## config.mk

```make
export PLATFORM = sky130hd
export DESIGN_NAME = cic_comp_fir_flat
export DESIGN_NICKNAME = d
export VERILOG_FILES = /design/src/rtl/cic_comp_fir_if.sv /design/src/rtl/cic_comp_fir.sv /design/src/flat_wrapper.sv
export SDC_FILE = /design/constraint.sdc
export NUM_CORES = 1
export LEC_CHECK = 0
export CAP_MARGIN = 30
export CELL_PAD_IN_SITES_DETAIL_PLACEMENT = 0
export CELL_PAD_IN_SITES_GLOBAL_PLACEMENT = 1
export CORE_MARGIN = 2
export CORE_UTILIZATION = 55
export CTS_BUF_LIST = sky130_fd_sc_hd__clkbuf_2 sky130_fd_sc_hd__clkbuf_4 sky130_fd_sc_hd__clkbuf_8
export CTS_CLUSTER_SIZE = 28
export DETAILED_ROUTE_END_ITERATION = 6
export PLACE_DENSITY = 0.95
export SETUP_SLACK_MARGIN = 0.3
export SLEW_MARGIN = 25
export SYNTH_ARGS = -nofsm -noshare
export SYNTH_HDL_FRONTEND = slang
export SYNTH_SLANG_ARGS = --single-unit
```

## constraint.sdc

```tcl
create_clock -name clk -period 14.3 [get_ports clk]
set_input_delay 1.43 -clock clk [delete_from_list [all_inputs] [get_ports clk]]
set_output_delay 1.43 -clock clk [all_outputs]
set_load 0.01 [all_outputs]
```

## src/rtl/cic_comp_fir_if.sv

```systemverilog
// Sample-in / result-out bundle between the CIC decimator, the compensation FIR and its consumer.
// The slave modport is the filter side; master is the driver/consumer side.
interface cic_comp_fir_if #(
  parameter int DATA_WIDTH = 16,
  parameter int OUT_WIDTH  = 16
);
  logic signed [DATA_WIDTH-1:0] din;
  logic                         din_valid;
  logic                         clr_overrun;
  logic signed [OUT_WIDTH-1:0]  dout;
  logic                         dout_valid;
  logic                         busy;
  logic                         overrun;

  modport master (
    output din, din_valid, clr_overrun,
    input  dout, dout_valid, busy, overrun
  );

  modport slave (
    input  din, din_valid, clr_overrun,
    output dout, dout_valid, busy, overrun
  );
endinterface

```

## src/rtl/cic_comp_fir.sv

```systemverilog
// CIC droop-compensation FIR: serial MAC (one tap per clk), output decimated by DECIM, result NTAPS+2 clk after trigger.
// No backpressure upstream: samples arriving while MAC/OUT is running are dropped and flagged in sticky overrun.
module cic_comp_fir #(
  parameter int DATA_WIDTH = 16,
  parameter int COEF_WIDTH = 16,
  parameter int NTAPS      = 9,
  parameter int DECIM      = 2,
  parameter int OUT_WIDTH  = 16,
  parameter logic signed [COEF_WIDTH-1:0] COEFS [NTAPS] =
    '{-512, 0, 4608, 8192, 8192, 8192, 4608, 0, -512}
) (
  input  logic          clk,
  input  logic          rst_n,
  cic_comp_fir_if.slave bus
);
  localparam int K_W    = $clog2(NTAPS);
  localparam int PH_W   = (DECIM > 1) ? $clog2(DECIM) : 1;
  localparam int PROD_W = DATA_WIDTH + COEF_WIDTH;
  localparam int ACC_W  = PROD_W + $clog2(NTAPS);
  localparam int RND_W  = ACC_W + 1;

  localparam logic [K_W-1:0]  K_LAST  = K_W'(NTAPS - 1);
  localparam logic [PH_W-1:0] PH_LAST = PH_W'(DECIM - 1);
  localparam logic signed [RND_W-1:0] RND_HALF = RND_W'(1) << (COEF_WIDTH - 2);
  localparam logic signed [RND_W-1:0] OUT_MAX =
    {{(RND_W-OUT_WIDTH+1){1'b0}}, {(OUT_WIDTH-1){1'b1}}};
  localparam logic signed [RND_W-1:0] OUT_MIN =
    {{(RND_W-OUT_WIDTH+1){1'b1}}, {(OUT_WIDTH-1){1'b0}}};

  typedef enum logic [1:0] {IDLE, MAC, OUT} state_t;

  state_t state_q, state_d;
  logic   busy, mac_en, out_en;
  logic   accept, drop, trigger;

  logic signed [DATA_WIDTH-1:0] x_q [NTAPS];
  logic signed [DATA_WIDTH-1:0] x_d [NTAPS];
  logic [PH_W-1:0]              phase_q, phase_d;
  logic [K_W-1:0]               k_q, k_d;
  logic signed [ACC_W-1:0]      acc_q, acc_d;
  logic signed [OUT_WIDTH-1:0]  dout_q, dout_d;
  logic                         dout_valid_q, dout_valid_d;
  logic                         overrun_q, overrun_d;

  logic signed [PROD_W-1:0]     x_ext, c_ext, prod;
  logic signed [RND_W-1:0]      rnd, shifted;
  logic signed [OUT_WIDTH-1:0]  sat;

  assign accept  = bus.din_valid && !busy;
  assign drop    = bus.din_valid && busy;
  assign trigger = accept && (phase_q == PH_LAST);

  always_ff @(posedge clk or negedge rst_n) begin
    if (!rst_n) begin
      state_q <= IDLE;
    end else begin
      state_q <= state_d;
    end
  end

  always_comb begin
    state_d = state_q;
    case (state_q)
      IDLE:    if (trigger) state_d = MAC;
      MAC:     if (k_q == K_LAST) state_d = OUT;
      OUT:     state_d = IDLE;
      default: state_d = IDLE;
    endcase
  end

  always_comb begin
    busy   = 1'b0;
    mac_en = 1'b0;
    out_en = 1'b0;
    case (state_q)
      MAC: begin
        busy   = 1'b1;
        mac_en = 1'b1;
      end
      OUT: begin
        busy   = 1'b1;
        out_en = 1'b1;
      end
      default: ;
    endcase
  end

  // Single shared multiplier: tap k of the delay line times coefficient k.
  always_comb begin
    x_ext = PROD_W'(x_q[k_q]);
    c_ext = PROD_W'(COEFS[k_q]);
    prod  = x_ext * c_ext;
  end

  always_comb begin
    rnd     = {acc_q[ACC_W-1], acc_q} + RND_HALF;
    shifted = rnd >>> (COEF_WIDTH - 1);
    if (shifted > OUT_MAX) begin
      sat = {1'b0, {(OUT_WIDTH-1){1'b1}}};
    end else if (shifted < OUT_MIN) begin
      sat = {1'b1, {(OUT_WIDTH-1){1'b0}}};
    end else begin
      sat = shifted[OUT_WIDTH-1:0];
    end
  end

  always_comb begin
    x_d = x_q;
    if (accept) begin
      x_d[0] = bus.din;
      for (int i = 1; i < NTAPS; i++) x_d[i] = x_q[i-1];
    end

    phase_d = phase_q;
    if (accept) phase_d = trigger ? '0 : phase_q + PH_W'(1);

    k_d   = k_q;
    acc_d = acc_q;
    if (trigger) begin
      k_d   = '0;
      acc_d = '0;
    end else if (mac_en) begin
      k_d   = (k_q == K_LAST) ? '0 : k_q + K_W'(1);
      acc_d = acc_q + ACC_W'(prod);
    end

    dout_d       = out_en ? sat : dout_q;
    dout_valid_d = out_en;

    // A drop in the same cycle as a clear must leave the flag set.
    overrun_d = overrun_q;
    if (drop) begin
      overrun_d = 1'b1;
    end else if (bus.clr_overrun) begin
      overrun_d = 1'b0;
    end
  end

  always_ff @(posedge clk or negedge rst_n) begin
    if (!rst_n) begin
      for (int i = 0; i < NTAPS; i++) x_q[i] <= '0;
      phase_q      <= '0;
      k_q          <= '0;
      acc_q        <= '0;
      dout_q       <= '0;
      dout_valid_q <= 1'b0;
      overrun_q    <= 1'b0;
    end else begin
      x_q          <= x_d;
      phase_q      <= phase_d;
      k_q          <= k_d;
      acc_q        <= acc_d;
      dout_q       <= dout_d;
      dout_valid_q <= dout_valid_d;
      overrun_q    <= overrun_d;
    end
  end

  assign bus.dout       = dout_q;
  assign bus.dout_valid = dout_valid_q;
  assign bus.busy       = busy;
  assign bus.overrun    = overrun_q;
endmodule

```

## src/flat_wrapper.sv

```systemverilog
// flat-port wrapper written by rule: the top's interface ports become plain ports
module cic_comp_fir_flat 
#(
  parameter int DATA_WIDTH = 16,
  parameter int COEF_WIDTH = 16,
  parameter int NTAPS      = 9,
  parameter int DECIM      = 2,
  parameter int OUT_WIDTH  = 16,
  parameter logic signed [COEF_WIDTH-1:0] COEFS [NTAPS] =
    '{-512, 0, 4608, 8192, 8192, 8192, 4608, 0, -512}
)
  (clk, rst_n, bus_din, bus_din_valid, bus_clr_overrun, bus_dout, bus_dout_valid, bus_busy, bus_overrun);
  cic_comp_fir_if #(.DATA_WIDTH(DATA_WIDTH), .OUT_WIDTH(OUT_WIDTH)) bus_i ();
  input  logic clk;
  input  logic rst_n;
  input wire logic [$bits(bus_i.din)-1:0] bus_din;
  input wire logic [$bits(bus_i.din_valid)-1:0] bus_din_valid;
  input wire logic [$bits(bus_i.clr_overrun)-1:0] bus_clr_overrun;
  output wire logic [$bits(bus_i.dout)-1:0] bus_dout;
  output wire logic [$bits(bus_i.dout_valid)-1:0] bus_dout_valid;
  output wire logic [$bits(bus_i.busy)-1:0] bus_busy;
  output wire logic [$bits(bus_i.overrun)-1:0] bus_overrun;
  assign bus_i.din = bus_din;
  assign bus_i.din_valid = bus_din_valid;
  assign bus_i.clr_overrun = bus_clr_overrun;
  assign bus_dout = bus_i.dout;
  assign bus_dout_valid = bus_i.dout_valid;
  assign bus_busy = bus_i.busy;
  assign bus_overrun = bus_i.overrun;
  cic_comp_fir #(.DATA_WIDTH(DATA_WIDTH), .COEF_WIDTH(COEF_WIDTH), .NTAPS(NTAPS), .DECIM(DECIM), .OUT_WIDTH(OUT_WIDTH), .COEFS(COEFS)) u_core (.clk(clk), .rst_n(rst_n), .bus(bus_i));
endmodule
```

# Word-level counts from Yosys, hierarchy flattened
# Memories as Yosys holds them, arrays and structs flattened.
# Cells that the tools add are included.
dict set report op_classes {
  n_addsub 4
  multipliers 1
  order_cmp 3
  eq_ne 5
  mux 21
  bitwise 1
  reduce_logical 9
}
# cell count
set op_table {}
lappend op_table {{$mux W16} 6}
lappend op_table {{$mux W36} 2}
lappend op_table {{$bmux W16 S4} 1}
lappend op_table {{$add A36 B16 Y37 const B} 1}
lappend op_table {{$add A36 B32 Y36} 1}
lappend op_table {{$mul A16 B16 Y32} 1}
lappend op_table {{$gt A22 B16 Y1 const B} 1}
lappend op_table {{$lt A22 B16 Y1 const B} 1}
lappend op_table {{$mux W4} 3}
lappend op_table {{$mux W1} 6}
lappend op_table {{$ge A5 B5 Y1 const B} 1}
lappend op_table {{$not A4 Y5} 1}
lappend op_table {{$add A4 B1 Y4 const B} 1}
lappend op_table {{$eq A4 B4 Y1 const B} 1}
lappend op_table {{$mux W2} 2}
lappend op_table {{$ne A2 B1 Y1 const B} 2}
lappend op_table {{$pmux W2 S2} 1}
lappend op_table {{$reduce_bool A2 Y1} 2}
lappend op_table {{$logic_and A1 B1 Y1} 3}
lappend op_table {{$eq A2 B1 Y1 const B} 1}
lappend op_table {{$eq A2 B2 Y1 const B} 1}
lappend op_table {{$logic_not A2 Y1} 1}
lappend op_table {{$reduce_and A2 Y1} 1}
lappend op_table {{$reduce_or A2 Y1} 1}
lappend op_table {{other kinds (2)} 2}
dict set report totals {
  register_bits 205
  romBits 256
  inputBits 20
  out_inout_bits 19
  word_cells 61
  memories 1
}
# name words word_bits read_ports rd_clocked_by_memory_dff write_ports line_no
set mem_list {}
lappend mem_list {{(name not given)} 16 16 1 0 0 cic_comp_fir.sv:91} ;# c_ext = PROD_W'(COEFS[k_q]);

# Longest topological paths before layout
dict set report depth {
  depth_word 8
  depth_mapped 29
}

# Worst setup path after synthesis
# No wires, ideal clock.
dict set report synth_path {
  path_kind {register to register}
  start {register u_core.k_q[0]}
  end {register u_core.acc_q[32]}
  setup_time_ns 0.069
  arrival_ns 6.924
  required_time_ns 14.231
  slack_ns 7.307
  stages_incl_launch_ff 27
  n_path_buf 4
  path_cell_list {dfrtp_1 > buf_4 > buf_2 > inv_1 > ha_1 > nor2b_1 > nor2_1 > inv_1 > clkbuf_1 > buf_1 > nand2_1 > fa_1 > inv_1 > fa_1 > fa_1 > fa_1 > inv_1 > fa_1 > inv_1 > ha_1 > ha_1 > or3_1 > o31a_1 > o21ai_2 > o31ai_2 > or4b_1 > nand3_1}
}
dict set report synth_via {
  elab_chain_len 8
  elab_cells_between_ends 11
  cone_classes {add/sub: 1; mul: 1; mux: 7; bitwise: 1; memory: 1}
}
# element line_no
set synth_rtl {}
lappend synth_rtl {{from (decl)} cic_comp_fir.sv:39} ;# logic [K_W-1:0] k_q, k_d;
lappend synth_rtl {{from (signal assigned)} cic_comp_fir.sv:151} ;# k_q <= k_d;
lappend synth_rtl {{$not A4 Y5 (implied by the code) (*)} {cic_comp_fir.sv:90, cic_comp_fir.sv:91}}
lappend synth_rtl {{$mem_v2 Z16 W16 or $bmux W16 S4 (tied branches)} -}
lappend synth_rtl {{$mux W16, on equally long branches (2 in series)} {cic_comp_fir.sv:91, cic_comp_fir.sv:90}}
lappend synth_rtl {{$mul A16 B16 Y32 (*)} cic_comp_fir.sv:92} ;# prod = x_ext * c_ext;
lappend synth_rtl {{$add A36 B32 Y36 (*)} cic_comp_fir.sv:124} ;# acc_d = acc_q + ACC_W'(prod);
lappend synth_rtl {{$mux W36 (*)} cic_comp_fir.sv:122} ;# end else if (mac_en) begin
lappend synth_rtl {{$mux W36 (*)} cic_comp_fir.sv:119} ;# if (trigger) begin
lappend synth_rtl {{to (signal assigned)} cic_comp_fir.sv:144} ;# acc_q <= '0;
lappend synth_rtl {{to (signal assigned)} cic_comp_fir.sv:152} ;# acc_q <= acc_d;
lappend synth_rtl {{to (decl)} cic_comp_fir.sv:40} ;# logic signed [ACC_W-1:0] acc_q, acc_d;
# Mark *: on every way between the ends. The rest lies on a longest branch, timed or not. The select of a mux whose other input is x is not followed.
# A chain may end at the register's enable or synchronous reset.

# Final worst setup path
dict set report layout_path {
  start {register u_core.k_q[0]}
  end {register u_core.acc_q[29]}
}
# The elaborated chain is that of the path after synthesis.

==> qor.yml <==
timing:
  worst_slew_pin_slew_ns: 0.9170
  slew_headroom_pct: 38.87
  setup_viol: 0
  fin_crit_sh_pct: 54.81
  max_freq_ghz: 0.1276
  drv_slew: 0
  period_minus_slack_ns: 7.837
  rsz0062_at_grt: "false"
  finalSetupTns_ns: 0
  fin_skew_ns: 0.02139
  hold_viol_final: 0
logic_synthesis:
  synthXorXnorAreaFrac_pct: 2.147
  synth_compound_area_share_pct: 6.958
  synth_top_area_cell: "dfrtp_1"
  synthMuxAreaShare_pct: 7.055
  synth_area_um2: 14280
  synth_area_leaders: "dfrtp_1 34%, fa_1 15%, nand2_1 14%"
  ys_ff_latch: 196
  ys_warn_count: 0
  postSynthAreaPerCell_um2: 9.253
  synth_commonest_cells: "515 x nand2_1, 196 x dfrtp_1, 168 x inv_1"
  syn-instance-count: 1543
  synth_top_family_by_area: "adder cells"
  synth_top_area_share_pct: 34.35
  ys_async_sr_fraction_pct: 100.0
  syn-num-nets: 1764
  synth.most_common_cell: "nand2_1"
  synth_fa_ha_area_share_pct: 23.40
  ys.flop_type: "dfrtp_1"
  synth_edf_count: 0
  synth-simple-area-share_pct: 19.69
  yosysSeqAreaShare_pct: 34.35
  synth.distinct_cells: 66
die:
  die_x_um: 165.1
  dieArea_um2: 27260
  initial_core_util_pct: 56.37
  core-area_um2: 25330
  ios: 39
  die_h_um: 165.1
  fp-row-count: 58
placed_design:
  place_congestion: 0.8889
  io_buffers: 38
  hpwl_um: 20700
setup_path:
  crit_type: "flop to flop"
  r2r_cells: 24
  path_cells: "buf_4 > inv_1 > ha_1 > nor2b_1 > nor2_1 > inv_1 > nand2_1 > inv_1 > fa_1 > fa_1 > fa_1 > fa_1 > inv_1 > fa_1 > inv_1 > fa_1 > ha_1 > a21oi_1 > nand2_1 > o21ai_1 > a21oi_1 > o41ai_1 > xor2_1 > o21ai_0"
  reg2reg_from: "u_core.k_q[0]"
  critPathMostFrequentCell: "fa_1"
  crit_slowest_cell: "buf_4"
  cp.required_ns: 14.67
  start_kind: "flop"
  reg2reg_slack_ns: 6.46
  cp_max_fo: 39
  r2r-end: "u_core.acc_q[29]"
  max_stage_delay_ns: 0.56
  crit_path_end_kind: "flop"
  crit_arrival_ns: 8.21
grt:
  gr-total-overflow: 0
  grt_pass1_wl_um: 50360
  antenna_found_initial: 0
  track_usage_pct: 23.08
  first_global_vias: 10458
  grt_max_degree: 102
clock_tree:
  numCtsBuffers: 17
  post_cts_buffers: 0
  worstSkewPairLatency_ns: 0.50
  path_clk_slew_ns: 0.13
  cts_resized: 0
  cts.path.max_buffers: 2
  cts-htree-levels: 4
  cts_hold_buffers: 0
  clock_sinks: 196
  cts-root-buf: "clkbuf_8"
  tritoncts: "done"
layout:
  final_layout_size_suffix_gt1_share_pct: 7.673
  area_growth_pct: 8.378
  diodes: 0
  fillers: 2103
  nets: 1772
run:
  max-cap-violations: 0
drt:
  wirelength_um: 28880
  via_per_inst: 5.433
  ant_nets: 0
  firstDrtPassIters: 7
  drc: 0
  wl_per_cell_um: 15.25
  num_vias: 10291
  drt_iter0_drc: 738
worst_hold_path:
  whs_path_depth: 2
  hold_path_class: "flop to flop"
  min_to: "u_core.x_q[2]"
  hp-start: "u_core.x_q[2]"
run_status:
  status: "complete, no violations"
[through the flow]
step | area [um2] | instances | util (%) | hold slack, ns | setup WS, ns
after floorplan | 14280 | 1543 | - | 0.4456 | 7.307
after global placement | 14890 | 1856 | 58.78 | 0.4576 | 6.647
after detailed placement | 14890 | 1856 | 58.78 | 0.4628 | 6.483
after CTS | 15340 | 1888 | 60.59 | 0.4890 | 6.447
after global routing | 15470 | 1894 | 61.10 | 0.5128 | 5.865
final | 15470 | 1894 | 61.10 | 0.4880 | 6.463
[critical path, delay by kind of cell (launching register included)]
family                   cells  cell delay [ns]
AND/OR/NAND/NOR              4             1.00
AO/OA/AOI/OAI                5             1.22
adder cells (fa/ha/maj)      8             3.48
XOR/XNOR                     1             0.17
buffers and inverters        6             1.48
flip-flops                   1             0.36
[logic make-up (layout without fill, tap and decap cells)]
kind of cell	Yosys count	count (layout)
simple gates	674	674
buf+inv	233	254
fa+ha+maj	201	201
flops	196	196
compound gates	141	141
mux	63	63
xor+xnor	35	35
[how the worst max path moves through the flow]
stage	from	to	slack [ns]
finish	u_core.k_q[0]	u_core.acc_q[29]	6.46
global route	u_core.k_q[0]	u_core.acc_q[29]	5.86
CTS	u_core.k_q[0]	u_core.acc_q[29]	6.45
detailed placement	u_core.k_q[0]	u_core.acc_q[32]	6.48
global placement	u_core.k_q[0]	u_core.acc_q[32]	6.65
floorplan	u_core.k_q[0]	u_core.acc_q[32]	7.31
[layout by cell type (no fill, tap or decap), types with 4 or more instances in the layout]
| master | instances |
|---|---|
| nand2b_1 | 16 |
| o21bai_1 | 5 |
| ha_1 | 90 |
| dfrtp_1 | 194 |
| nor3_1 | 9 |
| nor2b_1 | 4 |
| clkdlybuf4s50_1 | 37 |
| nand3_1 | 14 |
| o21a_1 | 5 |
| nand4_1 | 9 |
| mux4_2 | 30 |
| mux2i_1 | 32 |
| xnor2_1 | 18 |
| o221ai_2 | 10 |
| o21ai_0 | 33 |
| clkbuf_8 | 18 |
| or2_2 | 8 |
| and2_1 | 8 |
| and3_1 | 5 |
| clkinv_8 | 5 |
| buf_16 | 4 |
| a21oi_1 | 36 |
| a21o_1 | 6 |
| nor4_1 | 6 |
| a31oi_1 | 6 |
| buf_4 | 10 |
| fa_1 | 110 |
| o221ai_1 | 5 |
| nor2_1 | 58 |
| xor2_1 | 17 |
| a211oi_1 | 7 |
| nand2_1 | 515 |
| inv_12 | 7 |
| inv_1 | 168 |
[per-layer routing]
metal | up-vias | wire, um | GRT usage, %
met3 | 43 | 867 | 2.922
met2 | 208 | 13910 | 37.61
met1 | 5067 | 13410 | 32.40
li1 | 4973 | - | -
met5 | - | 0 | 0
met4 | 0 | 688 | 7.510
[state kept, by name, indices dropped and copies added, names as in the netlist]
name                   count
u_core.state_q             2
u_core.phase_q             1
u_core.acc_q              27
u_core.bus.dout           16
u_core.k_q                 4
u_core.x_q               144
u_core.bus.overrun         1
u_core.bus.dout_valid      1
[layout make-up]
cell class / instances / area, um2 / area share (%)
multi-input cells: 1114 / 8479 / 54.80
repair buffers: 54 / 585.6 / 3.784
clock buffers: 17 / 234.0 / 1.512
inverters: 168 / 630.6 / 4.075
clock inverters: 15 / 224.0 / 1.447
flip-flops and latches: 196 / 4907 / 31.71
well taps: 330 / 412.9 / 2.668
Power is not shown: default switching activity piles up to over one toggle a cycle in this logic, so the estimate is an artifact.
